<file path="config.mk">
export PLATFORM = sky130hd
export DESIGN_NAME = pic_vec
export DESIGN_NICKNAME = d
export VERILOG_FILES = /design/src/rtl/pic_vec.sv
export SDC_FILE = /design/constraint.sdc
export NUM_CORES = 1
export LEC_CHECK = 0
export BUFFER_PORTS_ARGS = -buffer_cell sky130_fd_sc_hd__buf_2
export CORE_MARGIN = 2
export CORE_UTILIZATION = 49
export DETAILED_ROUTE_END_ITERATION = 8
export PLACE_DENSITY = 0.76
export SLEW_MARGIN = 20
export SYNTH_ARGS = -nofsm -noshare
export SYNTH_HDL_FRONTEND = slang
export SYNTH_SLANG_ARGS = --single-unit
</file>
<file path="constraint.sdc">
create_clock -name iClk -period 1.9 [get_ports iClk]
set_clock_uncertainty 0.2 [all_clocks]
set_input_delay 0 -clock iClk [delete_from_list [all_inputs] [get_ports iClk]]
set_output_delay 0 -clock iClk [all_outputs]
set_load 0.05 [all_outputs]
</file>
<file path="src/rtl/pic_vec.sv">
// Vectored interrupt controller: NUM_IRQ prioritised request lines, mask and
// in-service registers, EOI commands over two I/O ports and the two-cycle INTA vector.
module pic_vec #(
   parameter int          NUM_IRQ    = 8,
   parameter logic [7:0]  VEC_BASE   = 8'h08,
   parameter logic [15:0] IO_BASE    = 16'h0020,
   parameter logic [7:0]  TRIG_LEVEL = 8'h00,
   parameter logic [7:0]  IMR_RESET  = 8'hFF,
   parameter bit          AEOI       = 1'b0
) (
   input  logic               iClk,
   input  logic               iRst,
   input  logic [NUM_IRQ-1:0] iIrq,
   input  logic [15:0]        iAddr,
   input  logic [7:0]         iData,
   input  logic               iIoRd,
   input  logic               iIoWr,
   input  logic               iIntAck,
   output logic               oInt,
   output logic               oSel,
   output logic [7:0]         oData
);

   typedef enum logic [1:0] {
      S_IDLE  = 2'd0,
      S_ACK1  = 2'd1,
      S_WAIT2 = 2'd2,
      S_ACK2  = 2'd3
   } state_t;

   localparam logic [3:0] NONE     = 4'(NUM_IRQ);
   localparam logic [2:0] SPURIOUS = 3'd7;

   function automatic logic [3:0] lowest_set(input logic [NUM_IRQ-1:0] v);
      logic [3:0] idx;
      idx = NONE;
      for (int i = NUM_IRQ - 1; i >= 0; i--) begin
         if (v[i]) begin
            idx = 4'(i);
         end
      end
      return idx;
   endfunction

   function automatic logic [NUM_IRQ-1:0] onehot(input logic [3:0] idx);
      logic [NUM_IRQ-1:0] r;
      for (int i = 0; i < NUM_IRQ; i++) begin
         r[i] = (idx == 4'(i));
      end
      return r;
   endfunction

   function automatic logic [NUM_IRQ-1:0] below(input logic [3:0] lim);
      logic [NUM_IRQ-1:0] r;
      for (int i = 0; i < NUM_IRQ; i++) begin
         r[i] = (4'(i) < lim);
      end
      return r;
   endfunction

   function automatic logic [7:0] pad8(input logic [NUM_IRQ-1:0] v);
      logic [7:0] r;
      r = 8'h00;
      r[NUM_IRQ-1:0] = v;
      return r;
   endfunction

   state_t             state_q, state_d;
   logic [NUM_IRQ-1:0] irr_q, irr_d;
   logic [NUM_IRQ-1:0] isr_q, isr_d;
   logic [NUM_IRQ-1:0] imr_q, imr_d;
   logic [NUM_IRQ-1:0] irq_prev_q;
   logic               inta_prev_q;
   logic               iowr_prev_q;
   logic [2:0]         chan_q, chan_d;
   logic               ack_real_q, ack_real_d;
   logic               int_q, int_d;
   logic               sel_q, sel_d;
   logic [7:0]         data_q, data_d;

   logic [NUM_IRQ-1:0] pending;
   logic [NUM_IRQ-1:0] allowed;
   logic [3:0]         win_idx;
   logic               has_win;
   logic               inta_rise;
   logic               wr_rise;
   logic               dec_cmd;
   logic               dec_mask;
   logic               ack_now;
   logic [NUM_IRQ-1:0] ack_clr;
   logic [NUM_IRQ-1:0] ack_set;
   logic [NUM_IRQ-1:0] eoi_clr;
   logic [NUM_IRQ-1:0] edge_set;
   logic [NUM_IRQ-1:0] frozen;

   // Priority resolution, bus decode and all next-state logic
   always_comb begin
      pending   = irr_q & ~imr_q;
      allowed   = below(lowest_set(isr_q));
      win_idx   = lowest_set(pending & allowed);
      has_win   = (win_idx != NONE);
      inta_rise = iIntAck & ~inta_prev_q;
      wr_rise   = iIoWr & ~iowr_prev_q;
      dec_cmd   = (iAddr == IO_BASE);
      dec_mask  = (iAddr == (IO_BASE + 16'd1));
      ack_now   = (state_q == S_IDLE) && inta_rise;

      state_d    = state_q;
      chan_d     = chan_q;
      ack_real_d = ack_real_q;
      case (state_q)
         S_IDLE: begin
            if (inta_rise) begin
               state_d = S_ACK1;
               if (has_win) begin
                  chan_d     = win_idx[2:0];
                  ack_real_d = 1'b1;
               end else begin
                  chan_d     = SPURIOUS;
                  ack_real_d = 1'b0;
               end
            end else begin
               state_d = S_IDLE;
            end
         end
         S_ACK1: begin
            if (!iIntAck) begin
               state_d = S_WAIT2;
            end else begin
               state_d = S_ACK1;
            end
         end
         S_WAIT2: begin
            if (inta_rise) begin
               state_d = S_ACK2;
            end else begin
               state_d = S_WAIT2;
            end
         end
         S_ACK2: begin
            if (!iIntAck) begin
               state_d = S_IDLE;
            end else begin
               state_d = S_ACK2;
            end
         end
         default: begin
            state_d = S_IDLE;
         end
      endcase

      // The vector cycle owns the read bus over any concurrent port read
      if (((state_q == S_WAIT2) && inta_rise) || ((state_q == S_ACK2) && iIntAck)) begin
         sel_d  = 1'b1;
         data_d = VEC_BASE + {5'b00000, chan_q};
      end else if (iIoRd && dec_cmd) begin
         sel_d  = 1'b1;
         data_d = pad8(isr_q);
      end else if (iIoRd && dec_mask) begin
         sel_d  = 1'b1;
         data_d = pad8(imr_q);
      end else begin
         sel_d  = 1'b0;
         data_d = 8'h00;
      end

      int_d = (state_q == S_IDLE) && !inta_rise && has_win;

      if (ack_now && has_win) begin
         ack_clr = onehot(win_idx);
      end else begin
         ack_clr = '0;
      end
      if (AEOI) begin
         ack_set = '0;
      end else begin
         ack_set = ack_clr;
      end

      // Out-of-range channel numbers decode to an empty one-hot and are ignored
      eoi_clr = '0;
      if (wr_rise && dec_cmd) begin
         if (iData == 8'h20) begin
            eoi_clr = onehot(lowest_set(isr_q));
         end else if (iData[7:3] == 5'b01100) begin
            eoi_clr = onehot({1'b0, iData[2:0]});
         end else begin
            eoi_clr = '0;
         end
      end else begin
         eoi_clr = '0;
      end
      isr_d = (isr_q & ~eoi_clr) | ack_set;

      if (wr_rise && dec_mask) begin
         imr_d = iData[NUM_IRQ-1:0];
      end else begin
         imr_d = imr_q;
      end

      edge_set = iIrq & ~irq_prev_q;
      if ((state_q != S_IDLE) && ack_real_q) begin
         frozen = onehot({1'b0, chan_q});
      end else begin
         frozen = '0;
      end
      irr_d = irr_q;
      for (int n = 0; n < NUM_IRQ; n++) begin
         if (TRIG_LEVEL[n]) begin
            if (frozen[n]) begin
               irr_d[n] = irr_q[n];
            end else if (ack_clr[n]) begin
               irr_d[n] = 1'b0;
            end else begin
               irr_d[n] = iIrq[n];
            end
         end else begin
            irr_d[n] = edge_set[n] | (irr_q[n] & ~ack_clr[n]);
         end
      end
   end

   // State and output registers with synchronous active-low reset
   always_ff @(posedge iClk) begin
      if (!iRst) begin
         state_q     <= S_IDLE;
         irr_q       <= '0;
         isr_q       <= '0;
         imr_q       <= IMR_RESET[NUM_IRQ-1:0];
         irq_prev_q  <= '0;
         inta_prev_q <= 1'b0;
         iowr_prev_q <= 1'b0;
         chan_q      <= 3'd0;
         ack_real_q  <= 1'b0;
         int_q       <= 1'b0;
         sel_q       <= 1'b0;
         data_q      <= 8'h00;
      end else begin
         state_q     <= state_d;
         irr_q       <= irr_d;
         isr_q       <= isr_d;
         imr_q       <= imr_d;
         irq_prev_q  <= iIrq;
         inta_prev_q <= iIntAck;
         iowr_prev_q <= iIoWr;
         chan_q      <= chan_d;
         ack_real_q  <= ack_real_d;
         int_q       <= int_d;
         sel_q       <= sel_d;
         data_q      <= data_d;
      end
   end

   assign oInt  = int_q;
   assign oSel  = sel_q;
   assign oData = data_q;

endmodule

</file>
# After elaboration in Yosys (flattened, before gate mapping)

Cells that the tools add are included.

Add/sub/neg operators: 1
$lt $le $gt $ge: 8
Equal/unequal tests: 29
Muxes and demuxes: 34
Bitwise logic cells: 36
Reductions and logical operators: 17

Operator list:

| operator                                                   | number |
|---|---|
| two-way mux 4 bit                                          | 18 |
| two-way mux 8 bit                                          | 7 |
| AND 8 bit                                                  | 4 |
| equality test 16 x 6 -> 1 bit (second input constant)      | 2 |
| equality test 4 x 3 -> 1 bit (second input constant)       | 8 |
| inverter 8 bit                                             | 3 |
| equality test 4 x 2 -> 1 bit (second input constant)       | 4 |
| less-than comparator 3 x 4 -> 1 bit (first input constant) | 4 |
| equality test 3 bit (second input constant)                | 4 |
| AND 1 bit                                                  | 10 |
| logical AND 1 bit                                          | 10 |
| inverter 1 bit                                             | 10 |
| equality test 4 x 1 -> 1 bit (second input constant)       | 2 |
| equality test 8 x 6 -> 1 bit (second input constant)       | 1 |
| zero test 4 bit                                            | 2 |
| less-than comparator 1 x 4 -> 1 bit (first input constant) | 2 |
| less-than comparator 2 x 4 -> 1 bit (first input constant) | 2 |
| OR 1 bit                                                   | 8 |
| OR 8 bit                                                   | 1 |
| case mux 2 bit (4 select lines)                            | 1 |
| equality test 3 x 2 -> 1 bit (second input constant)       | 2 |
| adder 4 x 3 -> 5 bit (first input constant)                | 1 |
| equality test 5 x 4 -> 1 bit (second input constant)       | 1 |
| two-way mux 1 bit                                          | 5 |
| other kinds (11)                                           | 13 |

Register bits: 49
Input bits: 37
Output and inout bits: 10
Word-level logic and storage cells: 136

# Depth between registers and ports, before layout

Gate-level depths: netlist of the first run.

Depth in word-level cells: 24
Depth in mapped cells: 7
Depth with buffers taken out: 5

# Worst setup path before layout of the first run

OpenSTA, ideal clock, no wires.

Path type: reg-to-reg
Start: reg isr_q[0]
End: reg isr_q[6]
Setup time: 115 ps
Arrival: 1692 ps
Required time: 1585 ps
Setup slack: -107 ps
Stages on the path, launching flop included: 7
Path buffers: 1
Period minus slack after synthesis: 2007 ps
Path through: dfxtp_1 -> buf_6 -> or4_4 -> a2111oi_2 -> a32oi_1 -> o211a_1 -> a31o_1

Cells in the longest elaborated chain, start to end: 15
Elaborated cells between the ends (all ways): 30
Those cells by class: order compare (8); eq/ne (3); mux (14); bitwise (4); reduce/logical (1)

RTL lines:

| what                                | line | source |
|---|---|---|
| from (decl)                         | 70   | `logic [NUM_IRQ-1:0] isr_q, isr_d;` |
| from (signal assigned)              | 241  | `isr_q <= isr_d;` |
| two-way mux 4 bit (*)               | 38   | `if (v[i]) begin` |
| less-than comparator 3 x 4 -> 1 bit | 56   | `r[i] = (4'(i) < lim);` |
| AND 8 bit                           | 100  | `win_idx = lowest_set(pending & allowed);` |
| two-way mux 4 bit (8 in a row)      | 38   |  |
| != test 4 bit                       | 101  | `has_win = (win_idx != NONE);` |
| logical AND 1 bit                   | 169  | `if (ack_now && has_win) begin` |
| two-way mux 8 bit                   | 169  |  |
| OR 8 bit (*)                        | 193  | `isr_d = (isr_q & ~eoi_clr) \| ack_set;` |

Every way passes the cells marked *; elsewhere a longest branch is shown, timed or not. The select of a mux whose other input is x is not followed.
A chain may end at the register's enable or synchronous reset.

# Final worst setup path of the first run

Start: reg isr_q[3]
End: reg isr_q[6]

Cells in the longest elaborated chain, start to end: 18
Elaborated cells between the ends (all ways): 33
Those cells by class: order compare (8); eq/ne (3); mux (17); bitwise (4); reduce/logical (1)

RTL lines:

| what                                | line |
|---|---|
| two-way mux 4 bit (*) (4 in a row)  | 38 |
| less-than comparator 3 x 4 -> 1 bit | 56 |
| AND 8 bit                           | 100 |
| two-way mux 4 bit (8 in a row)      | 38 |
| != test 4 bit                       | 101 |
| logical AND 1 bit                   | 169 |
| two-way mux 8 bit                   | 169 |
| OR 8 bit (*)                        | 193 |

Marks and branches as above.

==> results.py, run 1 <==
metrics = {
    "run_status": {
        "status": "finished with violations",
        "violations": "setup timing",
    },
    "worst_hold_path": {
        "hold_class": "primary input to register",
        "holdPathStages": 4,
        "hold_start": "iData[6]",
        "hold_path_end": "isr_q[1]",
    },
    "floorplan": {
        "core-area_um2": 4692,
        "fp-row-count": 25,
        "start_util_pct": 50.19,
        "die_h_um": 73.32,
        "floorplan.die_area_um2": 5376,
        "die_x_um": 73.32,
        "pin_count": 47,
    },
    "critical_path": {
        "r2r_start": "isr_q[3]",
        "crit_chain": "or4_4 > a2111oi_4 > a32oi_1 > o211a_1 > a31o_1",
        "cp-start-kind": "register",
        "required_ps": 1900,
        "worst-path-buf-inv": 0,
        "arrival_ps": 2000,
        "r2r_slack_ps": -90,
        "crit_fanout": 3,
        "reg2reg_to": "isr_q[6]",
        "rr_worst_depth": 5,
        "cp_slowest_stage_delay_ps": 580,
        "crit_family": "compound AO/OA/AOI/OAI gates",
        "crit_path_top_delay_cell": "or4_4",
        "end_kind": "register",
        "crit_type": "register to register",
    },
    "logic_synthesis": {
        "synth.top_cell.area_share_pct": 41.66,
        "synth_cell_types": 53,
        "yosysWarnings": 0,
        "synth_top_family_by_area": "simple AND/OR/NAND/NOR gates",
        "synth_xor_area_share_pct": 0.3719,
        "ys_ff_latch": 49,
        "syn_area_um2": 2355,
        "synth_cells": 265,
        "synth_fp_nets": 302,
        "ys.flop_type": "dfxtp_1",
        "synth_area_leader_cell": "dfxtp_1",
        "synthArstFlopShare_pct": 0,
        "yosys.area_share.simple_pct": 30.23,
        "synthAdderAreaFrac_pct": 0,
        "synth.area.mux_share_pct": 5.526,
        "ys_seq_area_share_pct": 41.66,
        "syn_area_per_cell_um2": 8.886,
        "synth_compound_area_share_pct": 18.54,
        "synth_area_leaders": "dfxtp_1, mux2i_1, nand2_1",
        "synth_edf_count": 0,
    },
    "clocking": {
        "cts_tree": "done",
        "clk_pin_slew_ps": 90,
        "cts-root-buf": "clkbuf_8",
        "cts_buffers": 5,
        "clkLatencyLatePin_ps": 310,
        "cts_max_path_buffers": 2,
        "h-tree-depth": 2,
        "cts.sinks": 49,
    },
    "sta": {
        "hold_viol_final": 0,
        "period_needed_ps": 1993,
        "max_slew_margin_pct": 65.68,
        "setup_slack_ps": -93.48,
        "rsz0062_at_grt": "yes",
        "setup_viol": 6,
        "finalCritPeriodShare_pct": 104.9,
        "fmax_mhz": 501.6,
        "tightestPinTransition_ps": 514.2,
        "slew_viol_final": 0,
    },
    "placement": {
        "detailed_place.area_um2": 2883,
        "place_hpwl_um": 4711,
        "gp_congestion": 0.9022,
        "io_buffers": 46,
    },
    "cells_and_area": {
        "fin_area_um2": 3347,
        "postLayoutCoreUtil_pct": 71.33,
        "nets": 408,
        "antennaDiodeCount": 0,
        "most-common-layout-cells": "buf_2, dfxtp_1, buf_4",
        "fillers": 354,
        "mostFrequentLayoutCell": "buf_2",
        "layout-drive-gt1-share_pct": 34.14,
        "area_delta_synth_final_pct": 42.14,
    },
    "power": {
        "vdd_drop_max_mv": 0.4245,
        "power.density_nw_per_um2": 627.6,
        "p_leak_nw": 1.498,
    },
    "route": {
        "wl_um": 6694,
        "route.detailed.drc": 0,
        "wl_per_cell_um": 15.71,
        "dr.pass1.iters": 4,
        "drt.antenna.violating_nets": 0,
        "drt_iter0_markers": 154,
        "routed_via_density": 5.643,
        "vias": 2404,
    },
    "job": {
        "max_cap_viol_count": 0,
    },
    "grt": {
        "globalRouteOverflowTotal": 0,
        "grt_pass1_vias": 2209,
        "antenna_found_initial": 0,
        "grt_usage_pct": 26.03,
        "grt_pass1_wl_um": 10650,
        "grt_start_max_net_pins": 24,
    },
}
## worst min-delay path, cell delays in order
cell and delay [ps]:
buf_2 150, a21oi_1 160, o31ai_1 80, a21oi_1 120
## how the worst max path moves through the flow
stage                          end  slack (ps)  startpoint  depth (start not counted)
after detailed placement  irr_q[2]        -130    irr_q[3]                          5
after global routing      isr_q[6]        -170    isr_q[3]                          4
final                     isr_q[6]         -90    isr_q[3]                          5
after CTS                 isr_q[6]         -90    isr_q[3]                          5
after global placement    irr_q[2]         -90    irr_q[3]                          5
after floorplan           isr_q[6]         -50    isr_q[0]                          6
## cells in the mapped netlist, types with 2 or more instances
library cell / count
inv_1: 5
o41ai_1: 2
mux2i_1: 13
nand3b_1: 2
and3_1: 4
o211ai_1: 5
a31oi_1: 5
buf_6: 2
nor3_1: 6
o21ai_0: 10
dfxtp_1: 49
nand3_1: 5
or4_4: 2
clkbuf_1: 8
a21oi_1: 15
a211oi_1: 2
or2_2: 2
nor2_1: 21
and2_1: 13
a31o_1: 2
nand2b_1: 11
buf_2: 3
o211a_1: 2
nor4_1: 5
nor4b_1: 4
and4_1: 2
nand2_1: 25
nor3b_1: 3
o31ai_1: 3
a32oi_1: 4
nor2b_1: 8
## stage by stage
| step | power [mW] | hold slack (ps) | setup slack (ps) | TNS, ps | std cells |
|---|---|---|---|---|---|
| 2_1_floorplan | 1.202 | -78.29 | -53.72 | -105.3 | 265 |
| 3_3_place_gp | 1.277 | 13.36 | -94.00 | -284.9 | 390 |
| 3_5_place_dp | 1.281 | 15.82 | -129.1 | -551.3 | 390 |
| 4_1_cts | 2.103 | 12.19 | -87.70 | -232.3 | 424 |
| 5_1_grt | 2.174 | 64.34 | -166.2 | -1051 | 426 |
| 6_report | 2.101 | 43.38 | -93.48 | -305.1 | 426 |
## area by class of cell
cell class                      instances  area (µm²)  area share [%]
Inverter                                5       18.77          0.5607
Sequential cell                        49       985.9           29.46
Clock buffer                            6       82.58           2.467
Tap cell                               54       67.56           2.019
Clock inverter                          2       37.54           1.121
Timing Repair Buffer                  112       788.3           23.55
Multi-Input combinational cell        198        1366           40.82
## logic make-up (layout without fill, tap and decap cells)
kind of cell           Yosys count  count (layout)
XOR/XNOR                         1               1
AND/OR/NAND/NOR                123             123
multiplexers                    13              13
flip-flops                      49              49
AO/OA/AOI/OAI                   61              61
buffers and inverters           18             125
## state kept, by name, indices dropped and copies added, names as in the netlist
register and count:
imr_q 8, irq_prev_q 8, irr_q 8, isr_q 8
oData 8, chan_q 3, state_q 2, inta_prev_q 1
iowr_prev_q 1, oInt 1, oSel 1
## power breakdown
| part | leakage (nW) | internal [mW] | switching, mW | total (mW) |
|---|---|---|---|---|
| logic | 1.04 | 0.119 | 0.108 | 0.227 |
| clock network | 0.0574 | 0.428 | 0.369 | 0.797 |
| registers | 0.403 | 1.06 | 0.0166 | 1.08 |
## per-layer routing
metal,global-route usage (%),wire length (µm)
met2,45.15,3369
met1,32.56,2924
met5,0,0
met4,9.495,185
met3,4.115,215
## repair_timing
item	in CTS	in global routing
gates resized for setup	9	12
setup endpoints to repair	13	16
gates cloned	0	0
hold buffers	25	0
endpoints found under the hold margin	43	0
setup buffers	1	3
pin swaps	1	7
Power figures use the tool's default switching activity.
==> inputs of run 2 (changes only) <==
Settings changed: CTS_BUF_LIST set to sky130_fd_sc_hd__clkbuf_16, RECOVER_POWER set to 25.
==> results.py, run 2 (synthesis results as in run 1) <==
metrics = {
    "run_status": {
        "status": "finished with violations",
        "violations": "setup timing",
    },
    "route": {
        "routed_via_density": 5.579,
        "wl_per_cell_um": 16.06,
        "wl_um": 6745,
        "drt.antenna.violating_nets": 0,
        "route.detailed.drc": 0,
        "vias": 2343,
        "drt_iter0_markers": 144,
        "dr.pass1.iters": 4,
    },
    "placement": {
        "place_hpwl_um": 4711,
        "dpl_worst_slack_ps": -129.1,
        "gp_congestion": 0.9022,
        "io_buffers": 46,
        "dp_cells": 390,
        "detailed_place.area_um2": 2883,
    },
    "floorplan": {
        "die_h_um": 73.32,
        "pin_count": 47,
        "die_x_um": 73.32,
        "floorplan.die_area_um2": 5376,
        "fp-row-count": 25,
        "start_util_pct": 50.19,
        "core-area_um2": 4692,
    },
    "clocking": {
        "cts_buffers": 5,
        "clk_pin_slew_ps": 70,
        "cts.sinks": 49,
        "clkLatencyLatePin_ps": 290,
        "cts_max_path_buffers": 2,
        "h-tree-depth": 2,
        "cts-root-buf": "clkbuf_16",
        "cts_tree": "done",
    },
    "cells_and_area": {
        "antennaDiodeCount": 0,
        "area_delta_synth_final_pct": 40.86,
        "final_cells": 420,
        "layout-drive-gt1-share_pct": 31.15,
        "fillers": 364,
        "postLayoutCoreUtil_pct": 70.69,
        "most-common-layout-cells": "dfxtp_1, buf_4, buf_2",
        "nets": 402,
        "mostFrequentLayoutCell": "dfxtp_1",
        "fin_area_um2": 3317,
    },
    "critical_path": {
        "required_ps": 1890,
        "cp-start-kind": "register",
        "arrival_ps": 1970,
        "end_kind": "register",
        "crit_type": "register to register",
        "r2r_slack_ps": -90,
        "crit_fanout": 4,
    },
    "sta": {
        "setup_viol": 5,
        "period_needed_ps": 1989,
        "fin_tns_setup_ps": -274.1,
        "slew_viol_final": 0,
        "fmax_mhz": 502.9,
        "hold_viol_final": 0,
        "finalCritPeriodShare_pct": 104.7,
        "tightestPinTransition_ps": 613.8,
        "holdWs_ps": 18.78,
        "rsz0062_at_grt": "yes",
        "setup_slack_ps": -88.64,
        "max_slew_margin_pct": 59.26,
    },
    "grt": {
        "grt_start_max_net_pins": 24,
        "grt_pass1_wl_um": 10580,
        "grt_usage_pct": 26.13,
        "antenna_found_initial": 0,
        "globalRouteOverflowTotal": 0,
        "grt_pass1_vias": 2168,
    },
    "power": {
        "vdd_drop_max_mv": 0.4276,
        "power.density_nw_per_um2": 697.7,
        "p_leak_nw": 1.444,
        "total_power_mw": 2.314,
    },
    "worst_hold_path": {
        "hold_class": "primary input to register",
    },
    "job": {
        "max_cap_viol_count": 0,
    },
}
## run 2: cell types whose count changed in the layout (fill, tap and decap cells not counted), moves of 5 or more
cell / change
buf_2: -9
clkbuf_1: +9
clkbuf_8: -6
clkbuf_16: +5
dlygate4sd3_1: -5
## run 2: critical path, stage by stage (launching register included)
cell and delay (ps):
dfxtp_2 340, or4_4 580, a2111oi_4 250, a32oi_1 110
o211a_1 220, a31o_1 180
## run 2: layout make-up
class                           instances  area [µm²]  share of cell area (%)
Multi-Input combinational cell        198        1360                   41.00
Sequential cell                        49       984.7                   29.69
Timing Repair Buffer                  106       719.4                   21.69
Clock buffer                            5       125.1                   3.772
Tap cell                               54       67.56                   2.037
Clock inverter                          3       41.29                   1.245
Inverter                                5       18.77                  0.5658
## run 2: worst paths after layout
check,start,end,cells after the start
worst max-delay path,isr_q[3],isr_q[6],5
worst min-delay path,iData[0],isr_q[2],4
worst max register to register,isr_q[3],isr_q[6],5
worst min register to register,chan_q[2],chan_q[2],2
## run 2: layer usage
metal	up-vias	wire (µm)	global-route usage [%]
li1	1163	-	-
met1	1116	2922	32.02
met2	52	3438	45.45
met3	12	210	4.801
met4	0	173	9.899
met5	-	0	0
## run 2: where the power goes
| group | total (mW) | internal [mW] | switching, mW |
|---|---|---|---|
| Sequential | 1.08 | 1.06 | 0.0165 |
| Clock | 1.02 | 0.617 | 0.400 |
| Combinational | 0.220 | 0.112 | 0.108 |
| Total | 2.31 | 1.79 | 0.525 |
## run 2: what timing repair did
action	in CTS	in global routing
endpoints found under the setup margin	12	14
endpoints found under the hold margin	42	0
hold buffers	20	0
resized for setup	8	11
setup buffers	0	2
pin swaps	3	7
==> inputs of run 3 (changes only) <==
Settings changed: ABC_AREA set to 1, CELL_PAD_IN_SITES_DETAIL_PLACEMENT set to 0, CELL_PAD_IN_SITES_GLOBAL_PLACEMENT set to 1, CORE_UTILIZATION 49 to 35, PLACE_DENSITY 0.76 to 0.77.
==> results.py, run 3 <==
metrics = {
    "run_status": {
        "status": "finished with violations",
        "violations": "setup timing",
    },
    "power": {
        "total_power_mw": 2.309,
        "power.density_nw_per_um2": 642.5,
        "vdd_drop_max_mv": 0.3849,
        "p_leak_nw": 1.805,
    },
    "critical_path": {
        "crit_fanout": 5,
        "required_ps": 1910,
        "crit_path_top_delay_cell": "dfxtp_4",
        "cp_slowest_stage_delay_ps": 370,
        "crit_chain": "nor2_4 > nand2_2 > a21oi_4 > nand3_2 > nand2_2 > nand2_2 > nand2_4 > nor2_4 > buf_6 > nand2_4 > nand2_4 > nor2_4 > nand4_1 > a21oi_1",
        "crit_type": "register to register",
        "cp-start-kind": "register",
        "end_kind": "register",
        "arrival_ps": 2080,
    },
    "sta": {
        "fin_tns_setup_ps": -1845,
        "holdWs_ps": 2.902,
        "fmax_mhz": 484.3,
        "rsz0062_at_grt": "yes",
        "setup_viol": 19,
        "hold_viol_final": 0,
        "setup_slack_ps": -164.9,
        "period_needed_ps": 2065,
        "tightestPinTransition_ps": 599.3,
        "slew_viol_final": 0,
        "max_slew_margin_pct": 60.22,
        "finalCritPeriodShare_pct": 108.7,
    },
    "grt": {
        "grt_pass1_vias": 2485,
        "globalRouteOverflowTotal": 0,
        "grt_pass1_wl_um": 11200,
        "grt_start_max_net_pins": 23,
        "antenna_found_initial": 0,
        "grt_usage_pct": 18.93,
    },
    "cells_and_area": {
        "fillers": 679,
        "area_delta_synth_final_pct": 48.42,
        "most-common-layout-cells": "inv_1, nand2_1, dfxtp_1",
        "layout-drive-gt1-share_pct": 31.90,
        "antennaDiodeCount": 0,
        "seqCellArea_um2": 993.5,
        "nets": 500,
        "multi_input_area_um2": 1331,
        "fin_area_um2": 3593,
    },
    "logic_synthesis": {
        "synth_fp_nets": 392,
        "synth_area_leader_cell": "dfxtp_1",
        "ys_ff_latch": 49,
        "syn_area_per_cell_um2": 6.820,
        "synth_cells": 355,
        "ys.flop_type": "dfxtp_1",
        "synth_commonest_cells": "nand2_1, inv_1, dfxtp_1",
        "yosysWarnings": 0,
        "ys_seq_area_share_pct": 40.52,
        "synth_edf_count": 0,
        "syn_area_um2": 2421,
        "synth_cell_types": 31,
        "synthArstFlopShare_pct": 0,
        "synth_area_leaders": "dfxtp_1, nand2_1, inv_1",
        "synth.top_cell.area_share_pct": 40.52,
        "yosysMostFrequentCell": "nand2_1",
    },
    "floorplan": {
        "die_x_um": 87.17,
        "floorplan.die_area_um2": 7599,
        "start_util_pct": 35.83,
        "pin_count": 47,
        "fp-row-count": 30,
        "core-area_um2": 6756,
        "die_h_um": 87.17,
    },
    "placement": {
        "gp_congestion": 0.9215,
        "io_buffers": 46,
        "detailed_place.area_um2": 2902,
        "place_hpwl_um": 5209,
        "dpl_worst_slack_ps": -191.6,
    },
    "job": {
        "max_cap_viol_count": 0,
    },
    "route": {
        "drt.antenna.violating_nets": 0,
        "wl_per_cell_um": 13.16,
        "drt_iter0_markers": 131,
        "route.detailed.drc": 0,
        "vias": 2645,
        "wl_um": 7161,
        "dr.pass1.iters": 5,
        "routed_via_density": 4.862,
    },
    "clocking": {
        "cts_tree": "done",
        "cts_buffers": 5,
        "h-tree-depth": 2,
        "clk_pin_slew_ps": 70,
        "cts-root-buf": "clkbuf_16",
        "clkLatencyLatePin_ps": 290,
        "cts_max_path_buffers": 2,
        "cts.sinks": 49,
    },
    "worst_hold_path": {
        "hold_class": "primary input to register",
    },
}
[run 3: cell types whose count changed after synthesis, moves of 11 or more]
cell and change:
inv_1 +63, nand2_1 +50, nor2_1 +15, and2_1 -13, mux2i_1 -13, nand2b_1 -11
nand3_1 +11
[run 3: cells by family (layout without fill, tap and decap cells)]
group                  after synthesis  in the layout  synth area share, %
and+or+nand+nor                    173            173                33.49
buffers and inverters               75            184                11.63
AOI/OAI and AO/OA                   58             58                14.37
DFF                                 49             49                40.52
[run 3: path summary, 6_finish.rpt]
path / slack [ps] / end / cells after the start / from
max: -160 / isr_q[1] / 14 / isr_q[5]
min: 3 / imr_q[7] / 4 / iAddr[3]
max reg2reg: -160 / isr_q[1] / 14 / isr_q[5]
min reg2reg: 210 / irr_q[7] / 1 / irq_prev_q[7]
[run 3: routing by layer]
metal	routed length, µm	track usage, %
met1	3215	24.24
met2	3334	32.06
met3	392	3.223
met4	218	6.713
met5	0	0
[run 3: worst max-delay path: cells and delay by family (launching register included)]
kind,cells,cell delay [ps]
and+or+nand+nor,11,980
buffers and inverters,1,120
DFF,1,370
AOI/OAI and AO/OA,2,310
[run 3: layout make-up]
type / count / area share [%]
timing repair buffer: 105 / 20.33
clock inverter: 3 / 1.288
sequential: 49 / 27.65
tap: 80 / 2.786
clock buffer: 5 / 3.482
inverter: 71 / 7.416
multi-input combinational: 231 / 37.05
[run 3: power by group]
part	switching, mW	internal (mW)
logic	0.105	0.0960
clock network	0.403	0.623
registers	0.0184	1.06
total	0.527	1.78
[run 3: per-stage QoR]
stage / utilization [%] / cells
floorplan: - / 355
global route: 53.19 / 544
detailed placement: 42.94 / 499
finish: 53.19 / 544
global placement: 42.94 / 499
CTS: 50.91 / 538
[run 3: what timing repair did]
item,4_1_cts,5_1_grt
cloned,0,0
setup endpoints to repair,19,25
setup buffers,9,6
hold buffers,23,0
resized for setup,23,35
endpoints found under the hold margin,32,0
pin swaps,13,21
